$ cat src/rtl/stream_mux_rr.sv
// N-to-1 registered valid/ready stream mux, fixed-select or round-robin.
// Define STREAM_MUX_XFER_COUNT_EN to add the Xfer_Count output-transfer counter.
module stream_mux_rr #(
  parameter  int NBits     = 32,
  parameter  int NChannels = 4,
  localparam int SelBits   = $clog2(NChannels)
) (
  input  logic                     clk,
  input  logic                     reset,
  input  logic                     Mode,
  input  logic [SelBits-1:0]       Selector,
  input  logic [NChannels-1:0]     In_Valid,
  input  logic [NChannels*NBits-1:0] In_Data,
  output logic [NChannels-1:0]     In_Ready,
  output logic                     Out_Valid,
  output logic [NBits-1:0]         Out_Data,
  output logic [SelBits-1:0]       Out_Channel,
  input  logic                     Out_Ready
`ifdef STREAM_MUX_XFER_COUNT_EN
  ,
  output logic [31:0]              Xfer_Count
`endif
);

  logic [SelBits-1:0] last;
  logic [SelBits-1:0] gnt;
  logic               gnt_vld;
  logic               can_load;
  logic               xfer_in;
  logic               xfer_out;
  logic [NBits-1:0]   sel_data;
  int                 idx;

  assign can_load = !Out_Valid || Out_Ready;
  assign xfer_in  = gnt_vld && can_load;
  assign xfer_out = Out_Valid && Out_Ready;

  // Round-robin search starts one past the last granted channel
  always_comb begin
    gnt     = '0;
    gnt_vld = 1'b0;
    idx     = 0;
    if (!Mode) begin
      for (int i = 0; i < NChannels; i++) begin
        if (Selector == SelBits'(i) && In_Valid[i]) begin
          gnt     = SelBits'(i);
          gnt_vld = 1'b1;
        end
      end
    end else begin
      for (int k = 1; k <= NChannels; k++) begin
        idx = int'(last) + k;
        if (idx >= NChannels) idx = idx - NChannels;
        if (!gnt_vld && In_Valid[idx]) begin
          gnt     = SelBits'(idx);
          gnt_vld = 1'b1;
        end
      end
    end
  end

  always_comb begin
    In_Ready = '0;
    sel_data = '0;
    for (int i = 0; i < NChannels; i++) begin
      if (gnt == SelBits'(i)) begin
        sel_data    = In_Data[i*NBits +: NBits];
        In_Ready[i] = xfer_in;
      end
    end
  end

  always_ff @(posedge clk) begin
    if (reset) begin
      Out_Valid   <= 1'b0;
      Out_Data    <= '0;
      Out_Channel <= '0;
      last        <= SelBits'(NChannels - 1);
    end else if (xfer_in) begin
      Out_Valid   <= 1'b1;
      Out_Data    <= sel_data;
      Out_Channel <= gnt;
      if (Mode) last <= gnt;
    end else if (xfer_out) begin
      Out_Valid   <= 1'b0;
    end
  end

`ifdef STREAM_MUX_XFER_COUNT_EN
  always_ff @(posedge clk) begin
    if (reset)         Xfer_Count <= '0;
    else if (xfer_out) Xfer_Count <= Xfer_Count + 32'd1;
  end
`endif

endmodule
$ cat config.mk
export PLATFORM = sky130hd
export DESIGN_NAME = stream_mux_rr
export DESIGN_NICKNAME = d
export VERILOG_FILES = /design/src/rtl/stream_mux_rr.sv
export SDC_FILE = /design/constraint.sdc
export NUM_CORES = 1
export LEC_CHECK = 0
export ABC_AREA = 1
export BUFFER_PORTS_ARGS = -buffer_cell sky130_fd_sc_hd__buf_4
export CORE_MARGIN = 1.5
export CORE_UTILIZATION = 39
export DETAILED_ROUTE_END_ITERATION = 8
export PLACE_DENSITY = 0.76
export SKIP_CTS_REPAIR_TIMING = 1
export SYNTH_ARGS = -nofsm -noshare
export SYNTH_HDL_FRONTEND = slang
export SYNTH_SLANG_ARGS = --single-unit
$ cat constraint.sdc
create_clock -name clk -period 1.7 [get_ports clk]
set_input_delay 0.085 -clock clk [delete_from_list [all_inputs] [get_ports clk]]
set_output_delay 0.085 -clock clk [all_outputs]
set_load 0.01 [all_outputs]
==> metrics <==
status=finished with violations; failing checks=negative setup slack; Total Nets Final=800; syn_area_per_cell=between 6 and 7 µm²; Worst R2R Path Depth=17; die span in y=around 87 µm; Crit Path Class=reg2out; setup TNS=-13.07 ns; Root Driver=clkbuf_8; Yosys cell types=29; Max VDD drop=around 0.00046 V; post-synth top area cell=dfxtp_1; Async SR Flop Fraction=0; CTS tree=yes; unrepaired setup endpoints after global routing=yes; Yosys reg bits=37; Required @ worst endpoint=about 1.6 ns; crit path DAT=2.06 ns; clock slew at reported path FFs=about 0.07 ns; Slew HR=0.6950; top cells by count, synth=nand2_1, nor2_1, dfxtp_1, a21oi_1, o21ai_0; Worst Setup EP=In_Ready[3]; routed vias=between 3000 and 4000; pwr/cell area=between 900 and 1000 nW/µm²; Setup Viol. Count Final=40; Worst-Margin Slew=roughly 0.46 ns; FF-to-FF Start=last[0]; Final period util=1.263; largest cells by area after synthesis=dfxtp_1, nand2_1, nor2_1, a21oi_1, o21ai_0; RePlAce Congestion=around 0.87; CP endpoint kind=output pin; post-route ant nets=0; crit-path max FO=9; Detailed Place HPWL=between 7000 and 8000 µm; share of the core filled with cells=0.7164; Synth Cell Area=roughly 2700 µm²; R2R Path End=Out_Data[0]; largest net degree at the start of global routing=38; final worst slack=-0.4469 ns; H-tree Lvls=2; Core Region=roughly 6800 µm²; Gate Count Post-Synth=~460; clk sinks=37; initial antenna violation count=0; vias in the first global route=3454; Max Cap Viol=0; Remaining DRCs=0; first drt pass iteration count=5; flop-to-flop setup slack=-0.39 ns; skew final=around 0.0043 ns; max-slew violations=0; count leader, synth=nand2_1; post-layout min period=about 2.1 ns; critical path launch point type=flop; vias per cell=5.017; Max Clk Rate=roughly 470 MHz; die area=between 7000 and 8000 µm²; maximum clock insertion buffer count=2; Max stage delay on crit path=0.42 ns; drt total wl=between 10000 and 15000 µm; CP delay by family, top=simple AND/OR/NAND/NOR gates; yosys warns=0; number of synthesized flops with an enable pin=0; share of cells above drive strength 1=0.4471; Die W=86.71 µm; critical path depth=14; DR WL/cell=13.85 µm; Rows=30; worst hold path class=in2reg; Hold Violations, Final=0; Starting Density=0.4022; worst path bufs/invs=4; DRT iter0 DRCs=155; synthesis-to-finish area growth=78.11%; clk_lat worst skew=roughly 0.28 ns; Mapped Nets=roughly 590; Yosys top cell area share=0.2711; total gr overflow=0; Port Buffers=about 180; total CTS buffers=5; P_leak=around 0.0024 µW; number of placed I/O pins=approximately 180; critical-path cell with the highest stage delay=dfxtp_4; global-route wire length before repair=between 15000 and 20000 µm; Total GRT Usage=0.2564; CP startpoint=last[0]; ant diodes=0; Seq/Total Area, Yosys=0.2711; Hold Crit Start=In_Data[124]; Main synth FF type=dfxtp_1; CP Cell Sequence=inv_6 -> nand2_1 -> nand2_2 -> nand2_2 -> nand2_4 -> nor2_4 -> nand3_1 -> nand3_2 -> nand2_4 -> inv_8 -> nand2_8 -> nor2_4 -> buf_12 -> buf_4
[report_power, final]
part	internal [µW]	switching (µW)	total, µW
clock	322	304	626
combinational	1340	1440	2780
sequential	1040	116	1160
total	2700	1860	4570
[sequential cells by signal (all words and copies together), names as in the netlist]
signal and cells:
Out_Data 32, Out_Channel 2, last 2, Out_Valid 1
[placed cells by master, fill, tap and decap left out, drive strengths merged, types with 9 or more instances in the layout]
master,n
o21ai,36
clkbuf,9
buf,223
inv,29
nand2,163
a21boi,25
nor2,59
nand4,9
a21oi,37
nand3,28
dfxtp,37
[area by class of cell]
cell class / count / area (µm²)
Sequential cell: 37 / 748.2
Inverter: 29 / 126.4
Multi-Input combinational cell: 364 / 1926
Tap cell: 96 / 120.1
Timing Repair Buffer: 225 / 1861
Fill cell: 581 / 1927
Clock buffer: 7 / 86.33
[layer usage]
| metal | vias up | global-route usage | wire length [µm] |
|---|---|---|---|
| met5 | - | 0 | 0 |
| met4 | 0 | 0.06598 | 188 |
| met3 | 20 | 0.06857 | 872 |
| met2 | 177 | 0.4702 | 5378 |
| met1 | 1714 | 0.2930 | 4058 |
| li1 | 1892 | - | - |
[stage by stage]
step           worst slack, ns  instances  power (µW)  hold slack, ns  cell area [µm²]
4_1_cts                -0.5865        737        4206         0.06094             4464
2_1_floorplan         -0.08750        455        2565          0.2635             2799
3_5_place_dp           -0.4251        730        3570          0.3620             4378
5_1_grt                -0.5531        758        4880         0.06658             4867
6_report               -0.4469        758        4567         0.06536             4867
3_3_place_gp           -0.3017        730        3523          0.3491             4378
[worst min-delay path: cells and delay by family]
kind	cells	cell delay, ns
AOI/OAI and AO/OA	2	0.15
buffers and inverters	1	0.07
[kinds of logic (layout without fill, tap and decap cells)]
logic type / count (synthesis) / count (layout) / share of synthesized area
AOI/OAI and AO/OA: 102 / 102 / 0.2175
DFF: 37 / 37 / 0.2711
buffers and inverters: 55 / 261 / 0.09798
and+or+nand+nor: 261 / 262 / 0.4135
[how the worst min path moves through the flow]
| stage | slack (ns) | endpoint | cells after the start |
|---|---|---|---|
| after floorplan | 0.26 | Out_Data[11] | 2 |
| after CTS | 0.06 | Out_Data[28] | 3 |
| after global routing | 0.07 | Out_Data[18] | 3 |
| after global placement | 0.35 | Out_Data[22] | 3 |
| final | 0.07 | Out_Data[28] | 3 |
| after detailed placement | 0.36 | Out_Data[11] | 3 |
No activity file was read; power rests on OpenSTA's default activity.
